**src/rtl/re_norm_arbiter_pkg.sv**
```systemverilog
// Shared widths for the normaliser arbiter slice.
// Result field widths follow from the operand width and requester count.
package re_norm_arbiter_pkg;

    localparam int NUM_REQ    = 4;
    localparam int ID_LENGTH  = $clog2(NUM_REQ);
    localparam int NUM_LENGTH = 32;
    localparam int K_LENGTH   = $clog2(NUM_LENGTH);
    localparam int M1_LENGTH  = 8;

    typedef logic [K_LENGTH-1:0]  k_t;
    typedef logic [M1_LENGTH-1:0] m1_t;

endpackage

```
**src/rtl/re_lod_norm.sv**
```systemverilog
// Leading-one detector and fraction extractor.
// Zero input reports k = 0, m1 = 0 and raises zero.
module re_lod_norm
    import re_norm_arbiter_pkg::*;
#(
    parameter int NUM_LENGTH = re_norm_arbiter_pkg::NUM_LENGTH,
    parameter int K_LENGTH   = re_norm_arbiter_pkg::K_LENGTH,
    parameter int M1_LENGTH  = re_norm_arbiter_pkg::M1_LENGTH
) (
    input  logic [NUM_LENGTH-1:0] num,
    output logic [K_LENGTH-1:0]   k,
    output logic [M1_LENGTH-1:0]  m1,
    output logic                  zero
);

    always_comb begin
        k    = '0;
        m1   = '0;
        zero = 1'b1;
        // Ascending scan: the last hit is the highest set bit.
        for (int i = 0; i < NUM_LENGTH; i++) begin
            if (num[i]) begin
                k    = K_LENGTH'(i);
                zero = 1'b0;
            end
        end
        for (int j = 0; j < M1_LENGTH; j++) begin
            if (int'(k) > j) begin
                m1[M1_LENGTH-1-j] = num[int'(k)-1-j];
            end
        end
    end

endmodule

```
**src/rtl/re_norm_arbiter.sv**
```systemverilog
// Round-robin arbiter in front of a shared two-stage normaliser pipeline.
// Stage 1 captures the granted operand; stage 2 holds the tagged result.
module re_norm_arbiter
    import re_norm_arbiter_pkg::*;
#(
    parameter int NUM_REQ    = re_norm_arbiter_pkg::NUM_REQ,
    parameter int ID_LENGTH  = re_norm_arbiter_pkg::ID_LENGTH,
    parameter int NUM_LENGTH = re_norm_arbiter_pkg::NUM_LENGTH,
    parameter int K_LENGTH   = re_norm_arbiter_pkg::K_LENGTH,
    parameter int M1_LENGTH  = re_norm_arbiter_pkg::M1_LENGTH
) (
    input  logic                          clk,
    input  logic                          rst,
    input  logic [NUM_REQ-1:0]            req_valid,
    input  logic [NUM_REQ*NUM_LENGTH-1:0] req_num,
    output logic [NUM_REQ-1:0]            req_ready,
    output logic                          out_valid,
    input  logic                          out_ready,
    output logic [ID_LENGTH-1:0]          out_id,
    output logic [K_LENGTH-1:0]           out_k,
    output logic [M1_LENGTH-1:0]          out_m1,
    output logic                          out_zero,
    output logic                          busy
);

    logic [ID_LENGTH-1:0]  rr_ptr;
    logic [ID_LENGTH-1:0]  idx;
    logic [ID_LENGTH-1:0]  gid;
    logic                  found;
    logic                  s1_en;
    logic                  s2_en;
    logic                  s1_valid;
    logic                  s2_valid;
    logic [ID_LENGTH-1:0]  s1_id;
    logic [NUM_LENGTH-1:0] s1_num;
    logic [NUM_REQ-1:0]    grant;
    logic [NUM_LENGTH-1:0] req_arr [NUM_REQ];
    logic [K_LENGTH-1:0]   n_k;
    logic [M1_LENGTH-1:0]  n_m1;
    logic                  n_zero;

    for (genvar g = 0; g < NUM_REQ; g++) begin : g_slice
        assign req_arr[g] = req_num[g*NUM_LENGTH +: NUM_LENGTH];
    end

    assign s2_en = ~s2_valid | out_ready;
    assign s1_en = ~s1_valid | s2_en;

    // Scan from rr_ptr upward; power-of-two NUM_REQ makes the wrap free.
    always_comb begin
        idx   = '0;
        gid   = '0;
        found = 1'b0;
        grant = '0;
        for (int o = 0; o < NUM_REQ; o++) begin
            idx = rr_ptr + ID_LENGTH'(o);
            if (!found && req_valid[idx]) begin
                found = 1'b1;
                gid   = idx;
            end
        end
        if (s1_en && found) begin
            grant[gid] = 1'b1;
        end
    end

    assign req_ready = grant;

    re_lod_norm #(
        .NUM_LENGTH (NUM_LENGTH),
        .K_LENGTH   (K_LENGTH),
        .M1_LENGTH  (M1_LENGTH)
    ) u_norm (
        .num  (s1_num),
        .k    (n_k),
        .m1   (n_m1),
        .zero (n_zero)
    );

    always_ff @(posedge clk) begin
        if (rst) begin
            rr_ptr   <= '0;
            s1_valid <= 1'b0;
            s1_id    <= '0;
            s1_num   <= '0;
            s2_valid <= 1'b0;
            out_id   <= '0;
            out_k    <= '0;
            out_m1   <= '0;
            out_zero <= 1'b0;
        end else begin
            if (|grant) begin
                rr_ptr <= gid + ID_LENGTH'(1);
            end
            if (s1_en) begin
                s1_valid <= |grant;
                s1_id    <= gid;
                s1_num   <= req_arr[gid];
            end
            if (s2_en) begin
                s2_valid <= s1_valid;
                out_id   <= s1_id;
                out_k    <= n_k;
                out_m1   <= n_m1;
                out_zero <= n_zero;
            end
        end
    end

    assign out_valid = s2_valid;
    assign busy      = s1_valid | s2_valid;

endmodule
```
**config.mk**
```make
export PLATFORM = sky130hd
export DESIGN_NAME = re_norm_arbiter
export DESIGN_NICKNAME = d
export VERILOG_FILES = /design/src/rtl/re_norm_arbiter_pkg.sv /design/src/rtl/re_lod_norm.sv /design/src/rtl/re_norm_arbiter.sv
export SDC_FILE = /design/constraint.sdc
export NUM_CORES = 1
export LEC_CHECK = 0
export ABC_CLOCK_PERIOD_IN_PS = 4600
export BUFFER_PORTS_ARGS = -buffer_cell sky130_fd_sc_hd__clkbuf_2
export CORE_UTILIZATION = 49
export DETAILED_ROUTE_END_ITERATION = 8
export HOLD_SLACK_MARGIN = 0.15
export PLACE_DENSITY = 0.88
export SETUP_SLACK_MARGIN = 0.02
export SLEW_MARGIN = 40
export SYNTH_ARGS = -nofsm -noshare
export SYNTH_HDL_FRONTEND = slang
export SYNTH_SLANG_ARGS = --single-unit
```
**constraint.sdc**
```tcl
create_clock -name clk -period 4.6 [get_ports clk]
set_clock_uncertainty 0.2 [all_clocks]
set_input_delay 1.15 -clock clk [delete_from_list [all_inputs] [get_ports clk]]
set_output_delay 1.15 -clock clk [all_outputs]
set_load 0.005 [all_outputs]
```
==> results of run 1 <==
worst max-delay path, stage by stage (launching register included):
cell and delay, ns:
dfxtp_1 0.43, nor4_1 0.44, nand3_1 0.14, a31oi_1 0.22
nor3b_1 0.08, buf_4 0.16, nor3_1 0.36, ha_1 0.35
inv_2 0.29, nand2_1 0.16, nor3_1 0.21, xnor2_1 0.23
mux4_1 0.62, mux2i_1 0.19, o21ai_1 0.07
path summary, 6_finish.rpt:
kind / startpoint / to / slack [ns] / cells after the start
hold reg to reg: out_m1[6] / out_m1[6] / 0.25 / 2
setup / recovery: s1_num[18] / out_m1[6] / 0.36 / 14
setup reg to reg: s1_num[18] / out_m1[6] / 0.36 / 14
hold / removal: out_m1[6] / out_m1[6] / 0.25 / 2
routing by layer:
layer | vias up | track usage [%]
li1 | 3064 | -
met1 | 2932 | 40.2
met2 | 311 | 48.8
met3 | 49 | 5.87
met4 | 0 | 12.6
met5 | - | 0
state kept, by name, summed over array words and instances (netlist names):
register   count
out_id         2
out_k          5
out_m1         8
out_valid      1
out_zero       1
rr_ptr         2
s1_id          2
s1_num        32
s1_valid       1
area by class of cell:
cell class / instances / area share, %
repair buffers: 187 / 15.1
multi-input cells: 632 / 62.3
well taps: 140 / 2.61
flip-flops and latches: 54 / 16.1
inverters: 20 / 1.16
clock inverters: 2 / 0.579
clock buffers: 6 / 2.07
through the flow:
| stage | std cells | hold slack [ns] | instance area (um2) |
|---|---|---|---|
| floorplan | 783 | 0.232 | 5660 |
| global placement | 1033 | 0.240 | 6520 |
| detailed placement | 1033 | 0.247 | 6520 |
| CTS | 1041 | 0.257 | 6690 |
| global route | 1041 | 0.278 | 6700 |
| finish | 1041 | 0.252 | 6700 |
synthesized netlist by cell type (all sizes together) (13+ instances only):
master,number
nand2,180
nor2,77
a21oi,67
dfxtp,54
clkbuf,51
a311oi,35
and3,33
buf,26
mux4,26
inv,19
mux2i,17
o21ai,16
a211oi,15
nor3,14
xnor2,13
logic make-up after synthesis:
kind of cell | after synthesis | synth area share, %
muxes | 52 | 15.3
and+or+nand+nor | 366 | 29.5
xor gates and xnor gates | 14 | 2.30
buffers and inverters | 97 | 7.76
AOI/OAI and AO/OA | 189 | 23.6
adders and majority gates | 11 | 2.43
DFF | 54 | 19.1
power breakdown:
group,switching (W),internal [W]
Clock,0.000189,0.000274
Sequential,0.000276,0.000630
Combinational,0.00285,0.00223
==> metrics.yaml, run 1 <==
initial_utilization_pct: 51.3
numPortBuffers: 156
cts_tree: "yes"
die-area_mm2: 0.0120
wl_met3_mm: 1.40
cts-root-buf: "clkbuf_16"
crit_path_start_kind: "flop"
fin_crit_sh_pct: 92.2
max-cap-violations: 0
postCtsSetupRepairBufs: 0
grt_max_degree: 67
required_ns: 4.59
hp-class: "reg -> reg"
clock_path_buffers: 2
synth_seq_cells: 54
register_area_mm2: 0.00108
clkTransAtPathRegs_ns: 0.08
setup_viol: 0
fmax_ghz: 0.236
die_h_um: 109
ctsResizeCount: 0
power_w: 0.00645
postSynthCellCount: 783
hold_viol_final: 0
fillers: 1020
track_usage_pct: 30.5
drive_gt1_share_pct: 28.2
antenna_found_initial: 0
fin_util_pct: 60.7
status: "finished clean"
cts_hold_buf: 0
cp_max_fo: 12
clock-sinks: 54
via_per_inst: 6.11
rows: 38
first_pass_iters: 5
ys_top_cells_by_area: "dfxtp_1 19%, nand2_1 12%, mux4_2 9.5%, a21oi_1 5.9%, a311oi_1 5.4%"
wl_met2_mm: 8.09
p_per_area_mw_per_mm2: 963
final.setup.worst_slack_ns: 0.358
tightest_slew_ns: 0.702
dieWidth_um: 109
syn_avg_cell_area_um2: 7.23
maxSlewHeadroom_pct: 52.8
post-route-min-period_ns: 4.24
topRoutingLayerUsed: "met4"
drt-total-wl_mm: 17.7
synth_edf_count: 0
synth-seq-area-share_pct: 19.1
fin_setup_tns_ns: 0
mostFrequentLayoutCell: "nand2_1"
preCtsSetupSlack_ns: 0.432
area_growth_pct: 18.3
cts_buffers: 5
antennaDiodeCount: 0
cp-end-kind: "flop"
hpwl_mm: 13.5
dominantRegCellSynth: "dfxtp_1"
syn_nets: 929
htree_levels: 2
io_pins: 157
routedLengthMet1_mm: 7.55
arrival_ns: 4.23
critPathKind: "reg -> reg"
synth_area_mm2: 0.00566
gr-total-overflow: 0
synth_warnings: 0
synthArstFlopShare_pct: 0
drc: 0
synth_largest_area_cell: "dfxtp_1"
ant_nets: 0
ys_types: 77
final_nets: 1046
grt_pass1_vias: 5871
p_leak_nw: 2.98
final_max_slew_viol_count: 0
routedWlPerCell_um: 17.0
drt_iter0_markers: 560
vias: 6356
clk_latency_ns: 0.30
multiInputGateArea_mm2: 0.00417
grt_pass1_wl_mm: 28.8
place_congestion: 0.998
netlist.area_leader.share_pct: 19.1
final_cell_mix: "179 x nand2_1, 156 x clkbuf_2, 77 x nor2_1"
core_mm2: 0.0110
ir_drop_uv: 682
rsz0062_at_grt: "false"
(Power assumes the default switching activity.)
==> run 2: changes to the inputs <==
GPL_TIMING_DRIVEN = 0   (was not set)
==> metrics.yaml, run 2 (synthesis results as in run 1) <==
cts_tree: "yes"
core_mm2: 0.0110
register_area_mm2: 0.00108
gr-total-overflow: 0
clk_latency_ns: 0.29
final_nets: 1092
cts_hold_buf: 0
post-route-min-period_ns: 4.49
cts-root-buf: "clkbuf_16"
grt_pass1_vias: 6101
antenna_found_initial: 0
clock_path_buffers: 2
die_h_um: 109
p_per_area_mw_per_mm2: 988
fin_util_pct: 63.1
first_pass_iters: 6
track_usage_pct: 32.6
sw_frac_of_total_pct: 52.3
hp-class: "reg -> reg"
pwr-share-clk_pct: 5.6
hold_viol_final: 0
antennaDiodeCount: 0
fmax_ghz: 0.223
htree_levels: 2
routedWlPerCell_um: 17.6
drive_gt1_share_pct: 28.7
drc: 0
final_max_slew_viol_count: 0
io_pins: 157
p_sw_w: 0.00359
dpl_cell_area_mm2: 0.00663
cp_max_fo: 12
status: "finished clean"
clock-sinks: 54
crit_path_start_kind: "flop"
fillers: 1042
largest_reg_flops: 32
p_comb_share_pct: 82.4
setup_viol: 0
mostFrequentLayoutCell: "nand2_1"
fin_crit_sh_pct: 97.6
required_ns: 4.56
top_register: "s1_num"
dieWidth_um: 109
ant_nets: 0
power_frac_seq_pct: 12.0
numPortBuffers: 156
vias: 6634
initial_utilization_pct: 51.3
clkTransAtPathRegs_ns: 0.07
grt_max_degree: 18
multiInputGateArea_mm2: 0.00428
ir_drop_uv: 667
hpwl_mm: 15.2
die-area_mm2: 0.0120
fin_setup_tns_ns: 0
critPathKind: "reg -> reg"
internal-power_w: 0.00328
cp-end-kind: "flop"
grt_pass1_wl_mm: 30.3
max-cap-violations: 0
cts_buffers: 5
rows: 38
maxSlewHeadroom_pct: 50.4
final_cell_mix: "179 x nand2_1, 160 x clkbuf_2, 77 x nor2_1"
via_per_inst: 6.10
area_growth_pct: 23.0
p_leak_nw: 3.05
drt_iter0_markers: 689
place_congestion: 0.988
final_cell_area_mm2: 0.00696
arrival_ns: 4.45
drt-total-wl_mm: 19.2
reg.largest.list: "s1_num: 32 flops, out_m1: 8 flops, out_k: 5 flops"
tightest_slew_ns: 0.738
==> run 2: cell types whose count changed in the layout (fill, tap and decap cells not counted), moves of 3 or more <==
cell	change
clkbuf_1	+38
buf_4	-24
buf_2	+13
buf_6	+8
clkbuf_2	+4
buf_1	+3
clkbuf_4	+3
nor3_1	-3
==> run 2: final cells by class <==
type                            count  share of cell area [%]
Buffer                             72                    5.48
Clock buffer                        5                    1.80
Clock inverter                      3                   0.270
Inverter                           20                    1.19
Multi-Input combinational cell    632                    61.5
Sequential cell                    54                    15.5
Tap cell                          140                    2.52
Timing Repair Buffer              161                    11.8
==> run 2: worst max-delay path, cell delays in order (launching register included) <==
cell and delay [ns]:
dfxtp_1 0.33, buf_2 0.19, or2_1 0.27, a2111oi_4 0.30
nor3_2 0.09, a211oi_4 0.20, nand2b_1 0.15, buf_6 0.16
inv_2 0.06, buf_6 0.14, buf_6 0.16, ha_1 0.29
buf_4 0.20, inv_6 0.14, nand2_1 0.14, o32ai_1 0.18
xor2_1 0.22, buf_4 0.17, nand3b_1 0.10, a21oi_1 0.06
a2111oi_0 0.48, a211oi_1 0.10
==> run 2: path summary, 6_finish.rpt <==
path / from / to / slack (ns) / depth (start not counted)
setup / recovery: s1_num[21] / out_m1[2] / 0.11 / 21
hold reg to reg: out_m1[1] / out_m1[1] / 0.26 / 2
hold / removal: out_m1[1] / out_m1[1] / 0.26 / 2
setup reg to reg: s1_num[21] / out_m1[2] / 0.11 / 21
==> run 2: timing repair <==
| item | in CTS | in global routing |
|---|---|---|
| resized for setup | 25 | 24 |
| setup endpoints to repair | 8 | 12 |
| pin swaps | 2 | 0 |
| buffers inserted | 3 | 2 |
==> run 2: power groups by stage <==
stage	logic (W)	registers (W)	clock network (W)
global route	0.00605	0.000854	0.000404
detailed placement	0.00515	0.000794	0
CTS	0.00537	0.000794	0.000383
finish	0.00566	0.000829	0.000384
global placement	0.00507	0.000786	0
floorplan	0.00394	0.000748	0
==> run 2: metrics by stage <==
stage               hold slack (ns)  worst slack [ns]  power [W]  instances
finish                        0.257             0.112    0.00688       1087
global route                  0.278           -0.0459    0.00731       1087
CTS                           0.256            0.0584    0.00655       1089
detailed placement            0.242            -0.885    0.00594       1079
global placement              0.236            -0.925    0.00586       1079
floorplan                     0.232            0.0841    0.00469        783
==> run 2: layer usage <==
layer  global-route usage [%]  share of wire, %
met4                     13.7               3.9
met2                     53.4                47
met5                     1.34                 0
met1                     41.3                40
met3                     7.17               8.9
==> run 3: changes to the inputs <==
CORE_UTILIZATION = 35   (was 49)
CTS_BUF_LIST = sky130_fd_sc_hd__clkbuf_8 sky130_fd_sc_hd__clkbuf_16   (was not set)
PLACE_DENSITY = 0.68   (was 0.88)
==> metrics.yaml, run 3 (synthesis results as in run 1) <==
status: "finished clean"
place_congestion: 0.957
timing.rr.end: "out_m1[5]"
cts_hold_buf: 0
r2r-start: "s1_num[1]"
dieWidth_um: 129
cts-root-buf: "clkbuf_16"
final.setup.worst_slack_ns: 0.155
rsz0062_at_grt: "true"
tightest_slew_ns: 0.759
power_w: 0.00704
drt-total-wl_mm: 19.8
track_usage_pct: 24.4
fillers: 1596
die_h_um: 129
hp-class: "reg -> reg"
die-area_mm2: 0.0167
first_pass_iters: 7
mostFrequentLayoutCell: "nand2_1"
post-route-min-period_ns: 4.45
fin_util_pct: 44.9
io_pins: 157
reg.largest.list: "s1_num: 32 flops, out_m1: 8 flops, out_k: 5 flops"
register_area_mm2: 0.00108
hpwl_mm: 15.7
antennaDiodeCount: 0
multiInputGateArea_mm2: 0.00429
final_cell_mix: "178 x nand2_1, 159 x clkbuf_2, 77 x nor2_1"
critPathKind: "reg -> reg"
arrival_ns: 4.44
hold_start: "out_m1[6]"
vias: 6536
rows: 46
gr-total-overflow: 0
worst_hold_slack_ns: 0.249
drive_gt1_share_pct: 28.9
ir_drop_uv: 448
largest_reg_flops: 32
via_per_inst: 5.62
fmax_ghz: 0.225
required_ns: 4.59
reg2reg_slack_ns: 0.15
clk_latency_ns: 0.30
final_cell_area_mm2: 0.00711
preCtsSetupSlack_ns: -0.995
min_path_cells: 2
grt_pass1_vias: 6106
cp_max_fo: 21
clock_path_buffers: 2
p_per_area_mw_per_mm2: 990
final_max_slew_viol_count: 0
drc: 0
hold-path-endpoint: "out_m1[6]"
crit_chain: "nand2b_1 -> a221oi_1 -> o211a_1 -> a211oi_4 -> nand2b_1 -> buf_6 -> buf_8 -> buf_8 -> ha_4 -> xnor2_2 -> inv_2 -> clkbuf_4 -> clkbuf_4 -> ha_2 -> a211oi_2 -> xnor2_1 -> nand4b_1 -> a32o_1"
path_buf_inv: 6
worst_path_max_delay_cell: "dfxtp_1"
grt_pass1_wl_mm: 32.0
cp_top_family: "compound AO/OA/AOI/OAI gates"
max-cap-violations: 0
numPortBuffers: 156
cp-end-kind: "flop"
area_growth_pct: 25.5
top_register: "s1_num"
cts_tree: "yes"
initial_utilization_pct: 35.8
drt_iter0_markers: 529
setup_viol: 0
ant_nets: 0
maxSlewHeadroom_pct: 49.0
antenna_found_initial: 0
clock-sinks: 54
final_nets: 1093
dpl_cell_area_mm2: 0.00672
r2r_cells: 18
fin_crit_sh_pct: 96.6
grt_max_degree: 17
max_stage_delay_ns: 0.58
startpoint: "s1_num[1]"
clkTransAtPathRegs_ns: 0.07
core_mm2: 0.0158
crit_path_start_kind: "flop"
routedWlPerCell_um: 17.0
cts_buffers: 5
hold_viol_final: 0
htree_levels: 2
p_leak_nw: 3.07
run 3: changes by cell type in the layout (fill, tap and decap cells not counted), moves of 2 or more:
cell / delta
a21oi_2: -2
a21oi_1: +2
clkbuf_4: +2
buf_2: -4
buf_8: +2
run 3: routing by layer:
layer | global-route usage [%] | vias to the layer above | share of wire [%]
li1 | - | 3160 | -
met3 | 3.76 | 40 | 8.3
met1 | 32.6 | 3003 | 43
met4 | 7.75 | 0 | 3.0
met2 | 40.2 | 333 | 46
met5 | 0 | - | 0
run 3: how the worst max path moves through the flow:
stage	to	slack, ns	cells past startpoint
after floorplan	out_m1[0]	0.08	17
after global placement	out_m1[5]	-1.06	15
after detailed placement	out_m1[5]	-0.99	18
after CTS	out_m1[5]	0.03	20
after global routing	out_m1[4]	-0.007	16
final	out_m1[5]	0.15	18
run 3: cell type report:
class                      instances  share of cell area (%)
inverter                          20                    1.16
tap                              216                    3.80
clock inverter                     2                   0.194
buffer                            72                    5.79
multi-input combinational        632                    60.4
clock buffer                       5                    1.76
sequential                        54                    15.2
timing repair buffer             162                    11.6
run 3: worst register-to-register path: cells and delay by family (launching register included):
| kind | cells | cell delay [ns] |
|---|---|---|
| AOI/OAI and AO/OA | 5 | 1.20 |
| buffers and inverters | 6 | 0.96 |
| DFF | 1 | 0.58 |
| and+or+nand+nor | 3 | 0.52 |
| xor gates and xnor gates | 2 | 0.46 |
| adders and majority gates | 2 | 0.43 |
run 3: repair_timing:
item | CTS | global route
buffers inserted | 4 | 2
pin swaps | 2 | 1
resized for setup | 29 | 30
setup endpoints to repair | 9 | 12
hold endpoints to repair | 0 | 0
run 3: power breakdown:
part	internal, W	switching (W)
Sequential	0.000631	0.000204
Clock	0.000200	0.000180
Combinational	0.00257	0.00325
Total	0.00340	0.00364
run 3: per-stage QoR:
stage / instances / TNS [ns]
floorplan: 783 / 0
global placement: 1155 / -6.38
detailed placement: 1155 / -6.27
CTS: 1165 / 0
global route: 1163 / -0.00705
finish: 1163 / 0
